===== src/rtl/cnt_pkg.sv =====
// ---------------------------------------------------------------------------
// cnt_pkg
// Shared definitions for the modulo-N cascade counter family.
//   cnt_dir_e   : count direction (CNT_DOWN / CNT_UP)
//   next_digit  : one-digit step with wrap, in STEP_W bits so that a digit
//                 with MODULUS = 2^DW never overflows while stepping
//   clamp_digit : pins an out-of-range load value to MODULUS-1
// ---------------------------------------------------------------------------
package cnt_pkg;

    typedef enum logic {
        CNT_DOWN = 1'b0,
        CNT_UP   = 1'b1
    } cnt_dir_e;

    // Largest supported digit modulus and chain length.
    localparam int MAX_MODULUS = 256;
    localparam int MAX_DIGITS  = 8;

    // One bit wider than the widest digit (DW = 8 for MODULUS = 256).
    localparam int STEP_W = 9;

    // Next value of a single digit in the given direction. The last legal
    // value wraps to zero going up; zero wraps to the last legal value going
    // down.
    function automatic logic [STEP_W-1:0] next_digit(
        input logic [STEP_W-1:0] value,
        input cnt_dir_e          dir,
        input int unsigned       modulus
    );
        logic [STEP_W-1:0] last;
        last = STEP_W'(modulus - 1);
        if (dir == CNT_UP) begin
            next_digit = (value == last) ? '0 : value + STEP_W'(1);
        end else begin
            next_digit = (value == '0) ? last : value - STEP_W'(1);
        end
    endfunction

    // Load values that do not fit the modulus are clamped to its top value.
    function automatic logic [STEP_W-1:0] clamp_digit(
        input logic [STEP_W-1:0] value,
        input int unsigned       modulus
    );
        if (32'(value) >= modulus) begin
            clamp_digit = STEP_W'(modulus - 1);
        end else begin
            clamp_digit = value;
        end
    endfunction

endpackage


===== src/rtl/mod_n_digit.sv =====
// ---------------------------------------------------------------------------
// mod_n_digit
// One digit of the cascade counter: a DW-bit register counting 0..MODULUS-1.
//   CLK         : clock, state changes on posedge
//   MR          : asynchronous active-high master reset, clears the digit
//   step        : advance one position in direction 'dir' this edge
//   dir         : CNT_UP / CNT_DOWN
//   load        : take loadValue (clamped) this edge, overrides step
//   loadValue   : raw parallel load value, may be out of range
//   q           : current digit value
//   atTerminal  : digit sits at the value that makes it roll over next step
//   loadClamped : loadValue is out of range and would be clamped
// ---------------------------------------------------------------------------
module mod_n_digit
    import cnt_pkg::*;
#(
    parameter int MODULUS = 10,
    parameter int DW      = $clog2(MODULUS)
) (
    input  logic          CLK,
    input  logic          MR,
    input  logic          step,
    input  cnt_dir_e      dir,
    input  logic          load,
    input  logic [DW-1:0] loadValue,
    output logic [DW-1:0] q,
    output logic          atTerminal,
    output logic          loadClamped
);

    localparam logic [STEP_W-1:0] LAST = STEP_W'(MODULUS - 1);

    logic [STEP_W-1:0] loadWide;
    logic [STEP_W-1:0] clampedWide;

    // The load value is widened before comparison so the range check is
    // done with the same arithmetic as stepping.
    assign loadWide    = STEP_W'(loadValue);
    assign clampedWide = clamp_digit(loadWide, MODULUS);
    assign loadClamped = (clampedWide != loadWide);

    // The terminal value depends on the direction currently requested, so
    // the carry chain and TC follow Up without waiting for a clock.
    assign atTerminal = (dir == CNT_UP) ? (STEP_W'(q) == LAST) : (q == '0);

    // Digit register: reset clears it at once, a load always wins over a
    // step, and a step uses the wrapping next_digit helper. A clamped load
    // can only ever produce MODULUS-1, so q stays in range by construction.
    always_ff @(posedge CLK or posedge MR) begin
        if (MR) begin
            q <= '0;
        end else if (load) begin
            q <= DW'(clampedWide);
        end else if (step) begin
            q <= DW'(next_digit(STEP_W'(q), dir, MODULUS));
        end
    end

    // Sanity checks on the digit value: never out of range, and always
    // zero while the master reset is held.
    always @(posedge CLK) begin
        assert (STEP_W'(q) <= LAST);
        if (MR) begin
            assert (q == '0);
        end
    end

endmodule


===== src/rtl/mod_n_cascade_counter.sv =====
// ---------------------------------------------------------------------------
// mod_n_cascade_counter
// DIGITS cascaded modulo-MODULUS digits with up/down counting, clamped
// parallel load, terminal count and a whole-chain wrap pulse.
//   CLK     : clock, all state changes on posedge except reset
//   MR      : asynchronous active-high master reset
//   Load    : synchronous parallel load of P (beats Enable)
//   Enable  : count enable
//   Up      : 1 = increment, 0 = decrement, sampled at each edge
//   P       : load value, digit i at P[i*DW +: DW], digit 0 least significant
//   Q       : current count, same packing as P
//   TC      : combinational terminal count for the current direction
//   Ovf     : one-cycle pulse in the cycle after the whole chain wraps
//   LoadErr : one-cycle pulse after a load that had a clamped digit
// ---------------------------------------------------------------------------
module mod_n_cascade_counter
    import cnt_pkg::*;
#(
    parameter  int MODULUS = 10,
    parameter  int DIGITS  = 4,
    localparam int DW      = $clog2(MODULUS)
) (
    input  logic                 CLK,
    input  logic                 MR,
    input  logic                 Load,
    input  logic                 Enable,
    input  logic                 Up,
    input  logic [DIGITS*DW-1:0] P,
    output logic [DIGITS*DW-1:0] Q,
    output logic                 TC,
    output logic                 Ovf,
    output logic                 LoadErr
);

    cnt_dir_e          dir;
    logic              countEn;
    logic [DIGITS:0]   carry;
    logic [DIGITS-1:0] atTerm;
    logic [DIGITS-1:0] clamped;

    assign dir     = Up ? CNT_UP : CNT_DOWN;
    assign countEn = Enable & ~Load;

    // carry[i] is high when every digit below i sits at its terminal value,
    // i.e. digit i is due to step on this count. Digit 0 always steps.
    assign carry[0] = 1'b1;

    // One digit per position; each digit's step is the count enable gated
    // by the carry from all lower digits.
    for (genvar i = 0; i < DIGITS; i++) begin : g_digit
        assign carry[i+1] = carry[i] & atTerm[i];

        mod_n_digit #(
            .MODULUS (MODULUS),
            .DW      (DW)
        ) u_digit (
            .CLK         (CLK),
            .MR          (MR),
            .step        (countEn & carry[i]),
            .dir         (dir),
            .load        (Load),
            .loadValue   (P[i*DW +: DW]),
            .q           (Q[i*DW +: DW]),
            .atTerminal  (atTerm[i]),
            .loadClamped (clamped[i])
        );
    end

    // The whole chain is about to wrap when every digit is terminal and
    // counting is enabled. Load is deliberately not part of TC; it only
    // suppresses the registered Ovf pulse.
    assign TC = ~MR & Enable & carry[DIGITS];

    // Status flops: Ovf marks the cycle after a real wrap, LoadErr the cycle
    // after a load that had to clamp. Both drop the instant MR rises.
    always_ff @(posedge CLK or posedge MR) begin
        if (MR) begin
            Ovf     <= 1'b0;
            LoadErr <= 1'b0;
        end else begin
            Ovf     <= TC & ~Load;
            LoadErr <= Load & (|clamped);
        end
    end

endmodule


===== config.mk =====
export PLATFORM = sky130hd
export DESIGN_NAME = mod_n_cascade_counter
export DESIGN_NICKNAME = d
export VERILOG_FILES = /design/src/rtl/cnt_pkg.sv /design/src/rtl/mod_n_digit.sv /design/src/rtl/mod_n_cascade_counter.sv
export SDC_FILE = /design/constraint.sdc
export NUM_CORES = 1
export LEC_CHECK = 0
export CORE_MARGIN = 8
export CORE_UTILIZATION = 45
export CTS_CLUSTER_SIZE = 10
export DETAILED_ROUTE_END_ITERATION = 8
export PLACE_DENSITY = 0.76
export SYNTH_ARGS = -nofsm -noshare
export SYNTH_HDL_FRONTEND = slang
export SYNTH_HIERARCHICAL = 1
export SYNTH_SLANG_ARGS = --single-unit

===== constraint.sdc =====
create_clock -name CLK -period 3 [get_ports CLK]
set_clock_uncertainty 0.05 [all_clocks]
set_input_delay 0.3 -clock CLK [delete_from_list [all_inputs] [get_ports CLK]]
set_output_delay 0.3 -clock CLK [all_outputs]
set_load 0.05 [all_outputs]

# Word level (Yosys, flattened, before mapping)
# Index checks and enable logic that the tools add are counted.
dict set report classes {
  bitwise 13
  n_eq_ne 8
  magnitude_cmp 4
  muxes 29
  n_addsub 8
  reduce_logical 9
}
# cell n
set op_table {}
lappend op_table {{2-to-1 mux 4 bit} 24}
lappend op_table {{adder 4 x 1 -> 4 bit (second input constant)} 4}
lappend op_table {{equality test 4 bit (second input constant)} 4}
lappend op_table {{>= comparator 4 bit (second input constant)} 4}
lappend op_table {{logical NOT 4 bit} 4}
lappend op_table {{!= test 4 bit} 4}
lappend op_table {{subtractor 4 x 1 -> 4 bit (second input constant)} 4}
lappend op_table {{AND 1 bit} 11}
lappend op_table {{nonzero test 2 bit} 4}
lappend op_table {{2-to-1 mux 1 bit} 5}
lappend op_table {{OR reduction 4 bit} 1}
lappend op_table {{NOT 1 bit} 2}
dict set report word_totals {
  in_bits 21
  elab_cells 77
  out_inout_bits 19
  regBits 18
}

# Longest topological paths before layout
dict set report logic_depth {
  word_depth 7
  ltp_mapped 8
  depth_no_buf 7
}

# By module
# The synthesis kept the hierarchy.
# mod seq_area_each_um2 n_inst area_per_inst_um2 cells_per_inst
set by_module_without_submodules {}
lappend by_module_without_submodules {mod_n_digit 100.1 4 325.3 39}
lappend by_module_without_submodules {mod_n_cascade_counter 50.0 1 140.1 13}

# Worst setup path before layout
# OpenSTA, ideal clock, no wires.
dict set report synth_timing {
  path_kind {flip-flop to output port}
  start {register g_digit[0].u_digit.q[0]}
  end {output TC}
  required_ns 2.650
  stages_incl_launch_ff 6
  setup_slack_ns 0.240
  arrival_ns 2.410
  path_buffers 1
  cell_sequence {dfrtp_1 buf_4 or3_1 a21oi_1 nand3_2 nor4b_2}
}
dict set report synth_between {
  elab_chain_len 6
  elab_cells_between_ends 7
  classes_between {eq/ne (1); mux (1); bitwise (4); reduce/logical (1)}
}
# item line
set synth_rtl {}
lappend synth_rtl {{start, declared} mod_n_digit.sv:26} ;# output logic [DW-1:0] q,
lappend synth_rtl {{start signal, assigned} mod_n_digit.sv:53} ;# q <= DW'(clampedWide);
lappend synth_rtl {{start signal, assigned} mod_n_digit.sv:55} ;# q <= DW'(next_digit(STEP_W'(q), dir, MODULUS));
lappend synth_rtl {{equality test 4 bit or logical NOT 4 bit (tied branches)} mod_n_digit.sv:44} ;# assign atTerminal = (dir == CNT_UP) ? (STEP_W'(q) == LAST) : (q == '0);
lappend synth_rtl {{2-to-1 mux 1 bit *} mod_n_digit.sv:44}
lappend synth_rtl {{net atTerm[0]} mod_n_cascade_counter.sv:38} ;# logic [DIGITS-1:0] atTerm;
lappend synth_rtl {{AND 1 bit * (3 in a row)} mod_n_cascade_counter.sv:51} ;# assign carry[i+1] = carry[i] & atTerm[i];
lappend synth_rtl {{AND 1 bit *} mod_n_cascade_counter.sv:72} ;# assign TC = ~MR & Enable & carry[DIGITS];
lappend synth_rtl {{end, declared} mod_n_cascade_counter.sv:30} ;# output logic TC,
# The timed path passes the listed nets; every way through them passes the cells marked *.

# Final worst setup path
dict set report layout_timing {
  start {input Up}
  end {output TC}
}
dict set report layout_between {
  elab_cells_between_ends 9
  classes_between {mux (5); bitwise (4)}
}
# item line
set layout_rtl {}
lappend layout_rtl {{start, declared} mod_n_cascade_counter.sv:27} ;# input logic Up,
lappend layout_rtl {{2-to-1 mux 1 bit} mod_n_cascade_counter.sv:41} ;# assign dir = Up ? CNT_UP : CNT_DOWN;
lappend layout_rtl {{2-to-1 mux 1 bit} mod_n_digit.sv:44}
lappend layout_rtl {{net atTerm[3]} mod_n_cascade_counter.sv:38}
lappend layout_rtl {{AND 1 bit} mod_n_cascade_counter.sv:51}
lappend layout_rtl {{AND 1 bit} mod_n_cascade_counter.sv:72}
# The timed path passes the listed nets, and every way through them passes these cells.

==> report_table.html <==
<table>
<tr><th>Metric</th><th>Value</th></tr>
<tr><th colspan="2">Outcome</th></tr>
<tr><td>Result of the run</td><td>finished clean</td></tr>
<tr><th colspan="2">STA</th></tr>
<tr><td>Finish-stage setup viols</td><td>0</td></tr>
<tr><td>Tightest slew margin relative to the limit</td><td>65.6%</td></tr>
<tr><td>Tightest Pin Transition</td><td>0.515 ns</td></tr>
<tr><td>Final sum of negative setup slack</td><td>0 ns</td></tr>
<tr><td>Min Clock Period, post-route</td><td>2.67 ns</td></tr>
<tr><td>Final clock period utilization by the worst path</td><td>89.0%</td></tr>
<tr><td>Worst setup margin</td><td>0.330 ns</td></tr>
<tr><td>Final hold violations</td><td>0</td></tr>
<tr><td>Final-layout worst hold slack</td><td>0.343 ns</td></tr>
<tr><td>Fmax</td><td>375 MHz</td></tr>
<tr><td>Number of slew-limit violations in the final report</td><td>0</td></tr>
<tr><td>Setup repair after global routing missed its margin</td><td>false</td></tr>
<tr><th colspan="2">Power</th></tr>
<tr><td>Switching power</td><td>289 uW</td></tr>
<tr><td>Total internal power</td><td>427 uW</td></tr>
<tr><td>Reg power frac</td><td>43.9%</td></tr>
<tr><td>Leakage power of the design</td><td>0.000746 uW</td></tr>
<tr><td>IR drop worst, VDD</td><td>0.000197 V</td></tr>
<tr><td>Combinational power share</td><td>39.3%</td></tr>
<tr><td>Cell Pwr Density</td><td>373 nW/um^2</td></tr>
<tr><td>Clock network fraction of total power</td><td>16.7%</td></tr>
<tr><td>Switching part of the total power</td><td>40.4%</td></tr>
<tr><th colspan="2">Clock network</th></tr>
<tr><td>Post-cts hold buffer count</td><td>0</td></tr>
<tr><td>CTS tree</td><td>yes</td></tr>
<tr><td>Worst skew pair latency</td><td>0.29 ns</td></tr>
<tr><td>Setup bufs post-CTS</td><td>0</td></tr>
<tr><td>Number of buffers added by the clock tree synthesis step</td><td>3</td></tr>
<tr><td>Clock sinks</td><td>18</td></tr>
<tr><td>Cell chosen for the clock root</td><td>sky130_fd_sc_hd__clkbuf_4</td></tr>
<tr><td>Clock-pin slew reported for the worst setup and hold paths after clock tree synthesis</td><td>0.10 ns</td></tr>
<tr><td>Max Buffers Root-to-Sink</td><td>2</td></tr>
<tr><td>H-tree depth reported by CTS</td><td>1</td></tr>
<tr><td>Count of cells resized by post-cts repair</td><td>0</td></tr>
<tr><th colspan="2">Synthesis</th></tr>
<tr><td>Yosys warns</td><td>6</td></tr>
<tr><td>Cells after synthesis</td><td>169</td></tr>
<tr><td>Post-Syn Area</td><td>1440 sq um</td></tr>
<tr><td>Synthesized netlist net count</td><td>190</td></tr>
<tr><td>Synth Area per Inst</td><td>8.53 sq um</td></tr>
<tr><td>Sequential-to-total area share from yosys stat</td><td>31.3%</td></tr>
<tr><td>Number of library cell types mapped by synthesis</td><td>32</td></tr>
<tr><td>FF+latch count, synth</td><td>18</td></tr>
<tr><th colspan="2">Floorplanning</th></tr>
<tr><td>Width of the chip</td><td>72.6 microns</td></tr>
<tr><td>Die Y-Extent</td><td>72.6 microns</td></tr>
<tr><td>Placeable core area</td><td>3050 sq um</td></tr>
<tr><td>Die Outline Area</td><td>5270 sq um</td></tr>
<tr><td>Rows</td><td>20</td></tr>
<tr><td>Starting Density</td><td>47.2%</td></tr>
<tr><td>Number of placed I/O pins</td><td>40</td></tr>
<tr><th colspan="2">Routing</th></tr>
<tr><td>Via-per-instance ratio</td><td>5.77</td></tr>
<tr><td>Sum of routed wire length over all layers</td><td>3810 microns</td></tr>
<tr><td>Violation count after the first detailed-routing iteration</td><td>102</td></tr>
<tr><td>Wire length per cell after detailed routing</td><td>15.0 microns</td></tr>
<tr><td>DRT antenna net count</td><td>0</td></tr>
<tr><td>Number of remaining DRC errors</td><td>0</td></tr>
<tr><td>Number of vias after detailed routing</td><td>1471</td></tr>
<tr><td>Number of optimization iterations in the first detailed-route pass</td><td>4</td></tr>
<tr><th colspan="2">Placed design</th></tr>
<tr><td>Placer Congestion</td><td>0.942</td></tr>
<tr><td>Setup slack at placement</td><td>0.167 ns</td></tr>
<tr><td>DP HPWL</td><td>3040 microns</td></tr>
<tr><td># port buffers</td><td>39</td></tr>
<tr><th colspan="2">Worst hold path</th></tr>
<tr><td>Hold WC Path Type</td><td>in -&gt; async</td></tr>
<tr><th colspan="2">GRT</th></tr>
<tr><td>Number of antenna violations at the first check in global routing</td><td>0</td></tr>
<tr><td>Combined global-route utilization of all metal layers</td><td>15.5%</td></tr>
<tr><td>Remaining global-route overflow</td><td>0</td></tr>
<tr><td>Maximum number of pins on one net before global-route repair</td><td>26</td></tr>
<tr><td>Via count of the first global-routing pass</td><td>1452</td></tr>
<tr><td>Wire length of the first global-routing pass</td><td>6730 microns</td></tr>
<tr><th colspan="2">Layout</th></tr>
<tr><td>Area growth syn-to-layout</td><td>33.2%</td></tr>
<tr><td>Antenna diodes</td><td>0</td></tr>
<tr><td>Share of post-route cells with drive strength above 1</td><td>8.06%</td></tr>
<tr><td># nets final</td><td>234</td></tr>
<tr><td>Fill cell count</td><td>284</td></tr>
<tr><th colspan="2">Setup path</th></tr>
<tr><td>Critical path's largest stage delay</td><td>0.59 ns</td></tr>
<tr><td>Arr. time, crit path</td><td>2.32 ns</td></tr>
<tr><td>Critical Path Source Type</td><td>input port</td></tr>
<tr><td>Endpoint type of the worst setup path</td><td>output port</td></tr>
<tr><td>Cell-by-cell listing of the critical path</td><td>clkdlybuf4s50_1 &gt; buf_4 &gt; or3_1 &gt; a21oi_1 &gt; inv_1 &gt; nor4b_2 &gt; buf_12</td></tr>
<tr><td>Slowest CP cell</td><td>sky130_fd_sc_hd__clkdlybuf4s50_1</td></tr>
<tr><td>Worst Path Class, Setup</td><td>in -&gt; out</td></tr>
<tr><td>Maximum fanout encountered on the critical timing path</td><td>13</td></tr>
<tr><td>Worst Path Required</td><td>2.65 ns</td></tr>
<tr><th colspan="2">Job</th></tr>
<tr><td>Max-Cap Viols</td><td>0</td></tr>
</table>
## synth_stat cells
cell                         n  area share (%)
sky130_fd_sc_hd__nor4b_2     1             1.0
sky130_fd_sc_hd__a311oi_1    4             2.4
sky130_fd_sc_hd__a2111o_1    4             3.1
sky130_fd_sc_hd__xnor2_1     4             2.4
sky130_fd_sc_hd__inv_2       1            0.26
sky130_fd_sc_hd__nor4_2      1            0.87
sky130_fd_sc_hd__nor3_1      4             1.4
sky130_fd_sc_hd__buf_4       4             2.1
sky130_fd_sc_hd__or3_1       4             1.7
sky130_fd_sc_hd__o41a_1      1            0.78
sky130_fd_sc_hd__nand2b_4    1            0.95
sky130_fd_sc_hd__o21a_1      8             4.2
sky130_fd_sc_hd__or4_1       4             2.1
sky130_fd_sc_hd__inv_1      22             5.7
sky130_fd_sc_hd__nand3_2     1            0.69
sky130_fd_sc_hd__nor4b_1     4             2.4
sky130_fd_sc_hd__xor2_1      8             4.9
sky130_fd_sc_hd__a31oi_1     4             1.7
sky130_fd_sc_hd__nand2b_1    4             1.7
sky130_fd_sc_hd__a21o_1      4             2.1
sky130_fd_sc_hd__nand3_1     8             2.8
sky130_fd_sc_hd__o21ai_0     4             1.4
sky130_fd_sc_hd__a2111oi_0   4             2.4
sky130_fd_sc_hd__o311a_2     4             3.1
sky130_fd_sc_hd__and2_1      1            0.43
sky130_fd_sc_hd__or2_1       4             1.7
sky130_fd_sc_hd__a211oi_1    4             2.1
sky130_fd_sc_hd__and3_1      5             2.2
sky130_fd_sc_hd__nor2_1     13             3.4
sky130_fd_sc_hd__a21oi_1    12             4.2
sky130_fd_sc_hd__o2111ai_1   4             2.4
sky130_fd_sc_hd__dfrtp_1    18              31
## placed cells by master (no fill, tap or decap), drive strengths merged, types with 5 or more instances in the layout
cell type,Yosys,routed
nor4b,5,5
nand3,9,9
a21oi,12,12
dfrtp,18,18
xor2,8,8
o21a,8,8
and3,5,5
nor2,13,13
clkdlybuf4s50,0,38
buf,4,5
inv,23,23
nand2b,5,5
## state kept, by name (all words and copies together) (netlist names)
signal	count
LoadErr	1
Ovf	1
g_digit.u_digit/q	16
## stage by stage
stage,cell area (sq um),std cells,total power [uW],util [%]
after detailed placement,1900,252,600,62.1
after CTS,1920,255,722,62.9
after floorplan,1440,169,490,-
after global routing,1920,255,757,62.9
final,1920,255,715,62.9
after global placement,1900,252,594,62.1
## power by group through the flow
stage                     combinational [uW]  clock (uW)  sequential, uW
after global routing                     303         133             321
after detailed placement                 282           0             318
final                                    281         120             314
after global placement                   278           0             316
after CTS                                283         125             313
after floorplan                          115           0             375
## logic make-up (layout without fill, tap and decap cells)
family,Yosys count,count (layout),synth area share [%]
buffers and inverters,27,69,8.07
and+or+nand+nor,55,55,23.4
AOI/OAI and AO/OA,57,57,29.9
DFF,18,18,31.2
xor gates and xnor gates,12,12,7.29
## path summary, 6_finish.rpt
kind | startpoint | end | slack (ns) | cells past startpoint
setup / recovery | Up | TC | 0.33 | 7
hold / removal | MR | LoadErr$_DFF_PP0_ | 0.34 | 2
setup reg to reg | g_digit[0].u_digit/q[0]$_DFFE_PP0P_ | g_digit[2].u_digit/q[3]$_DFFE_PP0P_ | 0.58 | 6
hold reg to reg | g_digit[0].u_digit/q[2]$_DFFE_PP0P_ | g_digit[0].u_digit/q[2]$_DFFE_PP0P_ | 0.64 | 1
max in group asynchronous | MR | g_digit[0].u_digit/q[0]$_DFFE_PP0P_ | 2.36 | 2
min in group CLK | P[8] | g_digit[2].u_digit/q[0]$_DFFE_PP0P_ | 0.55 | 3
## metal layers
layer	track usage (%)	wire (microns)	vias to the layer above
met5	0	0	-
met4	4.44	55	0
met3	4.26	290	10
met2	24.7	1750	53
met1	19.8	1720	686
li1	-	-	722
## worst max-delay path, delay by kind of cell
kind	cells	cell delay, ns
AO/OA/AOI/OAI	1	0.16
buffers and inverters	4	1.15
AND/OR/NAND/NOR	2	0.71
## final cells by class
cell class	count	area, sq um	share of cell area, %
Clock buffer	3	22.5	1.17
Inverter	23	86.3	4.50
Multi-Input combinational cell	124	875	45.6
Sequential cell	18	450	23.5
Tap cell	44	55.1	2.87
Timing Repair Buffer	43	430	22.4
(Power assumes the default switching activity.)
